<file path="src/rtl/nist_block_freq.sv">
// nist_block_freq: NIST SP800-22 Frequency Test within a Block, streaming monitor.
// The serial bit stream is cut into blocks of M = 2^LOG2_M bits, and N = 2^LOG2_N
// blocks make one sequence. For each sequence the block accumulates the sum of
// (ones - M/2)^2 and flags the sequence as failed when that sum reaches LIMIT.
// Every W = 2^LOG2_W sequences form a window, and a sticky error is raised when a
// window holds more than MAX_FAIL failed sequences.
module nist_block_freq #(
  parameter int LOG2_M   = 4,
  parameter int LOG2_N   = 3,
  parameter int LIMIT    = 81,
  parameter int LOG2_W   = 7,
  parameter int MAX_FAIL = 5
) (
  input  logic                         clk,
  input  logic                         rst,
  input  logic                         clr,
  input  logic                         rnd_valid,
  input  logic                         rnd_in,
  output logic                         seq_done,
  output logic                         seq_fail,
  output logic [LOG2_N+2*LOG2_M-2:0]   sigma_out,
  output logic [LOG2_W:0]              fail_cnt,
  output logic                         win_done,
  output logic [LOG2_W:0]              win_fails,
  output logic                         error
);

  // Width of the sigma accumulator. It can hold N * M^2/4 without overflowing.
  localparam int SW = LOG2_N + 2 * LOG2_M - 1;
  // Working width for the squaring and summing logic. It is wide enough for every
  // intermediate value, and synthesis removes the constant-zero upper bits.
  localparam int PW = SW + 2 * LOG2_M + 2;

  localparam logic [LOG2_M-1:0] BIT_LAST = '1;
  localparam logic [LOG2_N-1:0] BLK_LAST = '1;
  localparam logic [LOG2_W-1:0] SEQ_LAST = '1;
  localparam logic [LOG2_M:0]   HALF     = {2'b01, {(LOG2_M - 1){1'b0}}};
  localparam logic [PW-1:0]     LIMIT_V  = PW'(LIMIT);
  localparam logic [LOG2_W+1:0] MAX_V    = (LOG2_W + 2)'(MAX_FAIL);

  // rst and clr have the same effect, and both override every other update.
  logic srst;
  assign srst = rst | clr;

  // Stage 1 state: position inside the current block and the running ones count.
  logic [LOG2_M-1:0] bit_cnt;
  logic [LOG2_M:0]   ones;
  logic [LOG2_M:0]   c_q;
  logic              blk_v_q;

  // Stage 2 state: block index inside the sequence and the partial sigma.
  logic [LOG2_N-1:0] blk_cnt;
  logic [SW-1:0]     sigma;

  // Window state: number of sequences seen in the current window.
  logic [LOG2_W-1:0] seq_cnt;

  logic [LOG2_M:0]   dev;
  logic [PW-1:0]     sq;
  logic [PW-1:0]     sum;
  logic [LOG2_W:0]   nf;

  // Stage 1: count accepted bits and ones, and hand each finished block count to stage 2.
  always_ff @(posedge clk) begin
    // NOTE: state registers use non-blocking assignments. Every flop then samples
    // pre-edge values, whatever order the statements are written in.
    if (srst) begin
      bit_cnt <= '0;
      ones    <= '0;
      c_q     <= '0;
      blk_v_q <= 1'b0;
    end else begin
      blk_v_q <= 1'b0;
      if (rnd_valid) begin
        if (bit_cnt == BIT_LAST) begin
          c_q     <= ones + {{LOG2_M{1'b0}}, rnd_in};
          blk_v_q <= 1'b1;
          bit_cnt <= '0;
          ones    <= '0;
        end else begin
          bit_cnt <= bit_cnt + 1'b1;
          ones    <= ones + {{LOG2_M{1'b0}}, rnd_in};
        end
      end
    end
  end

  // Stage 2 combinational part: |c - M/2|, its square, and the new running sum.
  always_comb begin
    // NOTE: every signal in this block is assigned on every path, so no latch is inferred.
    dev = (c_q >= HALF) ? (c_q - HALF) : (HALF - c_q);
    sq  = PW'(dev) * PW'(dev);
    sum = PW'(sigma) + sq;
    nf  = fail_cnt + {{LOG2_W{1'b0}}, seq_fail};
  end

  // Stage 2: accumulate sigma, and publish the result on the last block of a sequence.
  always_ff @(posedge clk) begin
    if (srst) begin
      blk_cnt   <= '0;
      sigma     <= '0;
      seq_done  <= 1'b0;
      seq_fail  <= 1'b0;
      sigma_out <= '0;
    end else begin
      seq_done <= 1'b0;
      if (blk_v_q) begin
        blk_cnt <= blk_cnt + 1'b1;
        if (blk_cnt == BLK_LAST) begin
          sigma     <= '0;
          sigma_out <= sum[SW-1:0];
          seq_fail  <= (sum >= LIMIT_V);
          seq_done  <= 1'b1;
        end else begin
          sigma <= sum[SW-1:0];
        end
      end
    end
  end

  // Window: count failed sequences, close the window every W sequences, and latch the sticky error.
  always_ff @(posedge clk) begin
    if (srst) begin
      seq_cnt   <= '0;
      fail_cnt  <= '0;
      win_fails <= '0;
      win_done  <= 1'b0;
      error     <= 1'b0;
    end else begin
      win_done <= 1'b0;
      if (seq_done) begin
        seq_cnt <= seq_cnt + 1'b1;
        if ({1'b0, nf} > MAX_V) begin
          error <= 1'b1;
        end
        if (seq_cnt == SEQ_LAST) begin
          win_fails <= nf;
          fail_cnt  <= '0;
          win_done  <= 1'b1;
        end else begin
          fail_cnt <= nf;
        end
      end
    end
  end

endmodule

</file>
<file path="config.mk">
export PLATFORM = sky130hd
export DESIGN_NAME = nist_block_freq
export DESIGN_NICKNAME = d
export VERILOG_FILES = /design/src/rtl/nist_block_freq.sv
export SDC_FILE = /design/constraint.sdc
export NUM_CORES = 1
export LEC_CHECK = 0
export CAP_MARGIN = 20
export CORE_ASPECT_RATIO = 1.2
export CORE_MARGIN = 3
export CORE_UTILIZATION = 32
export CTS_CLUSTER_DIAMETER = 40
export DETAILED_ROUTE_END_ITERATION = 6
export PLACE_DENSITY = 0.55
export SYNTH_ARGS = -nofsm -noshare
export SYNTH_HDL_FRONTEND = slang
export SYNTH_SLANG_ARGS = --single-unit
</file>
<file path="constraint.sdc">
create_clock -name clk -period 5.6 [get_ports clk]
set_input_delay 1.68 -clock clk [delete_from_list [all_inputs] [get_ports clk]]
set_output_delay 1.68 -clock clk [all_outputs]
set_load 0.005 [all_outputs]
</file>
======== Word-level counts from Yosys, hierarchy flattened ========
Index checks and enable logic that the tools add are counted.
word-level totals
  flip-flop bits (word level) ............. 65
  latch bits .............................. 0
  RAM bits ................................ 0
  ROM bits ................................ 0
  input port bits ......................... 5
  output and inout port bits .............. 30
  memories ................................ 0
cells by class
  add/subtract/negate cells ............... 8
  multiply operators ...................... 1
  divide/modulo/power cells ............... 0
  magnitude comparators ................... 3
  eq/ne operators ......................... 3
  shift operators ......................... 0
  mux-type cells .......................... 8
  bitwise gates (word level) .............. 4
  reductions and logical operators ........ 7
operators by type and width
  operator               count
  $add A10 B10 Y11       1
  $ge A11 B7 Y1 const B  1
  $mul A5 B5 Y10         1
  $mux W10               1
  $mux W5                2
  $add A8 B1 Y8          1
  $gt A8 B3 Y1 const B   1
  $mux W8                1
  $reduce_and A2 Y1      4
  $add A7 B1 Y7 const B  1
  $eq A7 B7 Y1 const B   1
  $reduce_or A2 Y1       3
  $add A5 B1 Y5          1
  $ge A5 B4 Y1 const B   1
  $sub A4 B5 Y5 const A  1
  $sub A5 B4 Y5 const B  1
  $add A4 B1 Y4 const B  1
  $eq A4 B4 Y1 const B   1
  $mux W4                1
  $add A3 B1 Y3 const B  1
  $eq A3 B3 Y1 const B   1
  $mux W1                3
  $not A1 Y1             3
  $or A1 B1 Y1           1

======== Logic depth before layout (Yosys ltp) ========
Gate-level depths: netlist of the first run.
  depth after elaboration ................. 5
  mapped depth ............................ 20
  depth with buffers taken out ............ 20

======== Worst setup path before layout of the first run ========
No wires, ideal clock.
  path kind ............................... reg-to-reg
  start ................................... reg c_q[0]
  end ..................................... reg sigma[7]
  arrival time ............................ 4.511 ns
  data required time ...................... 5.472 ns
  slack ................................... 0.961 ns
  stages on the path, launching flop included .. 18
  buffers on the path ..................... 0
  cell sequence ........................... dfxtp_1 -> inv_1 -> ha_1 -> nand2b_1 -> o31ai_1 -> mux2i_1 -> nand2b_1 -> fa_1 -> fa_1 -> fa_1 -> inv_1 -> ha_1 -> a21oi_1 -> nand2_1 -> and4b_1 -> a311o_1 -> a21oi_1 -> nor2_1
on the way
  word-level cells in the longest chain between the ends .. 5
  elaborated cells between the ends (all ways) .. 7
  those cells by class .................... add/sub: 3; mul: 1; order compare: 1; mux: 2
RTL lines
  item                                         line  text
  from (decl)                                  48    logic [LOG2_M:0] c_q;
  from (signal assigned)                       76    c_q <= ones + {{LOG2_M{1'b0}}, rnd_in};
  $sub A4 B5 Y5, or another cell as far along  91    dev = (c_q >= HALF) ? (c_q - HALF) : (HALF - c_q);
  $mux W5 (*)                                  91
  $mul A5 B5 Y10 (*)                           92    sq = PW'(dev) * PW'(dev);
  $add A10 B10 Y11 (*)                         93    sum = PW'(sigma) + sq;
  $mux W10 (*)                                 109   if (blk_cnt == BLK_LAST) begin
  to (signal assigned)                         115   sigma <= sum[SW-1:0];
  to (decl)                                    53    logic [SW-1:0] sigma;
Every way passes the cells marked *; elsewhere a longest branch is shown, timed or not.
A chain may end at the register's enable or synchronous reset.

======== Worst setup path after layout of the first run ========
Same ends and word-level chain as after synthesis.

==> metrics.txt, run 1 <==
Power Internal 0.000817 W; fin worst setup slack 0.720 ns; Rows 42; Overall Global Routing Usage about an eighth; Vert. Die Dim between 100 and 150 um; Initial Util 33.1%; 1st-pass router iterations 5; combinational share of power 1.7%; crit end category flip-flop; endpoints failing setup 0; final net count 511; Top Ports 35; Startpoint Class flip-flop; global route overflow 0; ys async rst share 0%; clock skew 0.00671 ns; number of library cell types mapped by synthesis 46; clk_lat worst skew 0.33 ns; Max Slew Vio Count 0; post-synthesis cell count 436; # hold bufs at CTS 0; I/O Buffers 34; final wirelength 7910 um; post-synthesis sequential area ratio 35.3%; critical path required time 5.79 ns; Clk network pwr share a little over half; xor and xnor area share after synthesis 5.95%; R2R depth 18; worst slack, placed 0.748 ns; DR vias/cell 4.73; Final ANT Viol Nets 0; post-synthesis register bit count 65; Slew @ Worst Pin 0.754 ns; Post-Synth Adder-Cell Area 16.5%; layout cells sized above 1 ~5%; Antenna Cells 0; post-DP HPWL 5960 um; fin crit share 87.1%; CP Buf/Inv Count 2; Final min period 4.88 ns; Placer Congestion 0.805; CP delay by family, top adder cells; Core Footprint 11100 um2; Synthesized Nets 483; VDD IR-drop max 121 uV; leakage power between 1.5 and 2 nW; CTS sink count 65; post-cts sizing count 0; Fill cells 1172; CTS Buffer Depth 2; initial antenna violation count 0; HP Class flip-flop to flip-flop; multiplexer share of the synthesized area 1.90%; most frequent cells in the layout 68 x nor2_1, 65 x dfxtp_1, 41 x nand2_1; Die W 104 um; fmax around 200 MHz; # H-tree levels 3; CP Data Arrival Time between 5 and 6 ns; max_cap viols 0; critical path depth 18; Seq pwr share 44.5%; synthesized area 3680 um2; Post-CTS Setup Inserts 0; crit-path max cell delay 0.54 ns; storage element area about 1300 um2; power per cell area between 200 and 250 nW/um2; Main synth FF type dfxtp_1; most common cell after layout, fill and taps aside nor2_1; reg2reg setup slack 0.72 ns; WS Path Type flip-flop to flip-flop; total number of yosys warnings 0; drt wl/cell between 10 and 15 um; switch share around 22%; Synth Area in Compound Gates 14.8%; Setup TNS Final 0 ns; Final Hold Vio Count 0; area of the multi-input gates 2210 um2; Num CTS Buffers 9; worst hold stages 2; cell mode on critical path fa_1; number of synthesized flops with an enable pin 0; global-route wire length before repair 13700 um; vias in the first global route 2941; largest family of logic cells by synthesized area simple AND/OR/NAND/NOR gates; area grow syn2layout 21.1%; CTS tree yes; status complete, no violations; number of DRC markers in iteration 0 220; CTS Root Cell clkbuf_16; CP Cell Sequence inv_1, ha_1, nand2b_1, o31ai_1, nor2_1, xnor2_1, nand2b_1, fa_1, fa_1, fa_1, inv_1, ha_1, a21oi_1, nand2_1, and4b_1, a311o_1, a21oi_1, nor2_1; Slowest-stage cell, CP fa_1; Via Count around 2900; syn_area_per_cell 8.45 um2; RSZ-0062 raised after global routing false; CP Max Fanout 6; Psw approximately 0.00023 W; Slew HR 49.7%; DRC errors left 0; DIE AREA 12800 um2; Post-Synth Simple-Gate Area about a fifth; largest net degree at the start of global routing 52; clock slew at reported path FFs 0.06 ns
==> final timing paths <==
path	to	start
min	sigma_out[0]$_SDFFE_PP0P_	sigma_out[0]$_SDFFE_PP0P_
min reg2reg	sigma_out[0]$_SDFFE_PP0P_	sigma_out[0]$_SDFFE_PP0P_
max	sigma[7]$_SDFFE_PP0P_	c_q[0]$_SDFFE_PP0P_
max reg2reg	sigma[7]$_SDFFE_PP0P_	c_q[0]$_SDFFE_PP0P_
==> synth_stat cells (all sizes together), types with 4 or more instances <==
cell,number,share of area (%)
nand2,41,4.2
ha,31,11
dfxtp,65,35
mux2i,7,1.9
and2,7,1.2
o21ai,17,2.3
a22oi,7,1.4
nor2,68,6.9
inv,23,2.3
xnor2,15,3.6
nand3,9,1.2
buf,4,0.54
fa,11,6.0
a21o,4,0.82
nor3,6,0.82
a21oi,36,4.9
nor2b,7,1.2
nand2b,11,1.9
clkbuf,16,1.7
xor2,10,2.4
==> cells by family (layout without fill, tap and decap cells) <==
logic type,count (synthesis),count (layout)
XOR/XNOR,25,25
buffers and inverters,43,76
AND/OR/NAND/NOR,167,167
multiplexers,7,7
AO/OA/AOI/OAI,87,87
flip-flops,65,65
adder cells (fa/ha/maj),42,42
==> registers in the layout, indices dropped and copies added (netlist names) <==
signal / count
c_q: 5
bit_cnt: 4
seq_done: 1
sigma: 10
blk_cnt: 3
blk_v_q: 1
win_fails: 8
seq_cnt: 7
ones: 5
sigma_out: 10
fail_cnt: 8
win_done: 1
seq_fail: 1
error: 1
==> power groups by stage <==
stage	Combinational (W)	Clock (W)	Sequential (W)
global placement	0.0000175	0	0.000474
CTS	0.0000178	0.000580	0.000464
global route	0.0000197	0.000596	0.000464
floorplan	0.0000109	0	0.000474
detailed placement	0.0000178	0	0.000474
finish	0.0000175	0.000561	0.000464
==> layer usage <==
layer  track usage [%]  up-vias  share of wire (%)
li1                  -     1543                  -
met5                 0        -                  0
met2              22.7       41                 48
met3              2.92        6                2.7
met4              4.74        0                1.1
met1              16.4     1356                 48
==> worst register-to-register path: stages, from the launching register on <==
cell	delay [ns]
dfxtp_1	0.35
inv_1	0.13
ha_1	0.17
nand2b_1	0.09
o31ai_1	0.33
nor2_1	0.11
xnor2_1	0.33
nand2b_1	0.16
fa_1	0.48
fa_1	0.52
fa_1	0.54
inv_1	0.04
ha_1	0.34
a21oi_1	0.26
nand2_1	0.15
and4b_1	0.20
a311o_1	0.35
a21oi_1	0.15
nor2_1	0.05
==> stage by stage <==
stage	total power (W)	std cells	hold slack, ns	cell area [um2]	util [%]
2_1_floorplan	0.000485	436	0.449	3680	-
3_3_place_gp	0.000491	607	0.443	4160	37.3
3_5_place_dp	0.000492	607	0.447	4160	37.3
4_1_cts	0.00106	623	0.456	4460	40.0
5_1_grt	0.00108	623	0.477	4460	40.0
6_report	0.00104	623	0.452	4460	40.0
==> area by class of cell <==
cell class | count | share of cell area (%)
clock inverter | 7 | 1.74
multi-input combinational | 328 | 49.6
tap | 154 | 4.32
inverter | 23 | 1.94
clock buffer | 9 | 5.05
timing repair buffer | 37 | 8.14
sequential | 65 | 29.2
Note: power is estimated with default switching activity, not from simulation.
==> run 2: changes to the inputs <==
- CAP_MARGIN: 20 -> unset
==> results of run 2 <==
No change in the layout: final DEF, timing and power equal those of run 1.
==> run 3: changes to the inputs <==
- ABC_AREA: unset -> 1
- CORE_MARGIN: 3 -> 5
- PLACE_DENSITY: 0.55 -> 0.57
- clock period: 5.6 -> 4 ns (I/O delays scaled with it)
==> run 3 against run 2 <==
  * The run now ends with setup timing left
  * Worst hold slack improved by 0.011 ns
  * Clock-buffer cell count increased by 2
  * Synthesized cell count increased by 8.7%
  * Clock skew about the same
  * Critical endpoint is now sigma_out[7]$_SDFFE_PP0P_
  * Highest routed layer unchanged
==> metrics.txt, run 3 <==
Final ANT Viol Nets 0; Slew @ Worst Pin 0.477 ns; status complete, but fails checks; HP Class flip-flop to flip-flop; CTS Root Cell clkbuf_16; DIE AREA 13500 um2; Yosys top cell area share a little over a third; post-synthesis register bit count 65; Core Footprint 11000 um2; initial antenna violation count 0; CTS tree yes; cell mode on critical path nand2_2; placed cells ~660; vias in the first global route 3062; Slew HR 68.1%; final net count 591; Slowest-stage cell, CP fa_1; R2R depth 25; clk_lat worst skew between 0.3 and 0.4 ns; global route overflow 0; Rows 42; post-synthesis sequential area ratio 36.0%; Main synth FF type dfxtp_1; most frequent cells in the layout 105 x nand2_1, 63 x dfxtp_1, 52 x inv_1; number of synthesized flops with an enable pin 0; DR vias/cell 4.70; critical hold path startpoint win_fails[3]$_SDFFE_PP0P_; Top Ports 35; CTS Buffer Depth 2; final wirelength 8740 um; worst slack, placed -0.107 ns; fmax 247 MHz; 1st-pass router iterations 4; # H-tree levels 3; total number of yosys warnings 0; leakage power 2.09 nW; crit end category flip-flop; clock slew at reported path FFs 0.06 ns; failing checks setup timing; Antenna Cells 0; syn_area_per_cell approximately 7.6 um2; post-DP HPWL 6550 um; critical path required time 4.23 ns; VDD IR-drop max 167 uV; final core area utilization approximately 44%; largest net degree at the start of global routing 35; CTS sink count 65; endpoints failing setup 3; Via Count around 3200; worst hold stages 2; crit-path max cell delay 0.58 ns; Hold EP win_fails[3]$_SDFFE_PP0P_; layout cells sized above 1 18.6%; CP Data Arrival Time 4.28 ns; Initial Util 32.8%; Num CTS Buffers 9; most common cell after layout, fill and taps aside nand2_1; non-filler cells, final slightly below 700; Synthesized Nets 521; I/O Buffers 34; Tot Pwr 0.00158 W; Commonest cells post-synth 116 x nand2_1, 65 x dfxtp_1, 58 x inv_1; clock skew 0.00631 ns; Final Hold Vio Count 0; RSZ-0062 raised after global routing true; worst hold margin 0.462 ns; Max Slew Vio Count 0; Largest regs sigma x10, sigma_out x10; post-synthesis cell count 474; Startpoint Class flip-flop; drt wl/cell 12.8 um; fin crit share 101%; max_cap viols 0; DRC errors left 0; Placer Congestion 0.875; Vert. Die Dim 126 um; reg2reg start c_q[0]$_SDFFE_PP0P_; Die W 107 um; Reg2Reg Capture Point sigma_out[7]$_SDFFE_PP0P_; Final min period 4.05 ns; most common cell in the netlist nand2_1; fin worst setup slack -0.0533 ns; ys async rst share 0%; synthesized area 3620 um2; top post-synthesis cells by area dfxtp_1 36%, nand2_1 12%, ha_1 11%; number of DRC markers in iteration 0 172; number of library cell types mapped by synthesis 36; reg2reg setup slack -0.05 ns; power per cell area approximately 320 nW/um2; area grow syn2layout 34.4%; crit path from c_q[0]$_SDFFE_PP0P_; global-route wire length before repair 14000 um; Overall Global Routing Usage 12.9%; CP Max Fanout 5; WS Path Type flip-flop to flip-flop; # hold bufs at CTS 0; leading area contributor after synthesis dfxtp_1
[run 3: cell count changes after synthesis, sizes merged, moves of 6 or more]
cell	change
and2	-7
inv	+41
mux2i	-7
a22oi	-6
nor2	-21
o21ai	+6
nand2	+78
nand2b	-11
nand3	+17
nor2b	-7
clkbuf	-11
xnor2	-11
[run 3: worst max-delay path, delay by kind of cell (launching register included)]
family                     cells  cell delay (ns)
AOI/OAI and AO/OA              2             0.17
xor gates and xnor gates       1             0.15
adders and majority gates      5             1.98
buffers and inverters          6             0.37
DFF                            1             0.35
and+or+nand+nor               11             0.92
[run 3: kinds of logic (layout without fill, tap and decap cells)]
logic type	Yosys count	in the layout	synth area share, %
AOI/OAI and AO/OA	76	76	12.2
buffers and inverters	71	146	7.40
DFF	65	65	36.0
xor gates and xnor gates	11	11	3.08
and+or+nand+nor	209	209	24.5
adders and majority gates	42	42	16.8
[run 3: where the power goes]
group | switching (W) | total (W) | internal (W)
clock | 0.000300 | 0.000902 | 0.000602
combinational | 0.0000182 | 0.0000264 | 0.00000828
sequential | 0.000000808 | 0.000649 | 0.000648
total | 0.000319 | 0.00158 | 0.00126
[run 3: worst max-delay path by stage]
stage | end | slack [ns] | cells past startpoint
final | sigma_out[7]$_SDFFE_PP0P_ | -0.05 | 25
after global routing | seq_fail$_SDFFE_PP0P_ | -0.21 | 26
after CTS | seq_fail$_SDFFE_PP0P_ | 0.002 | 26
after detailed placement | seq_fail$_SDFFE_PP0P_ | -0.11 | 25
after global placement | seq_fail$_SDFFE_PP0P_ | -0.04 | 26
after floorplan | seq_fail$_SDFFE_PP0P_ | 0.03 | 26
[run 3: final cells by class]
| class | instances | area, um2 |
|---|---|---|
| fillers | 1093 | 6180 |
| multi-input cells | 338 | 2210 |
| flip-flops and latches | 65 | 1310 |
| repair buffers | 65 | 581 |
| clock buffers | 11 | 264 |
| inverters | 65 | 246 |
| well taps | 132 | 165 |
| clock inverters | 5 | 83.8 |
[run 3: metal layers]
| layer | global-route usage (%) | up-vias | wire [um] |
|---|---|---|---|
| li1 | - | 1664 | - |
| met1 | 14.5 | 1480 | 3740 |
| met2 | 23.5 | 47 | 4660 |
| met3 | 3.10 | 8 | 283 |
| met4 | 4.29 | 0 | 57 |
| met5 | 0 | - | 0 |
[run 3: stage by stage]
| stage | instance area (um2) | TNS, ns |
|---|---|---|
| after floorplan | 3640 | 0 |
| after global placement | 4290 | -0.0519 |
| after detailed placement | 4290 | -0.315 |
| after CTS | 4750 | 0 |
| after global routing | 4860 | -1.14 |
| final | 4860 | -0.0882 |
[run 3: timing repair]
action | 4_1_cts | 5_1_grt
gates cloned | 0 | 0
pin swaps | 14 | 15
gates resized for setup | 21 | 23
buffers inserted | 5 | 3
endpoints found under the setup margin | 6 | 13
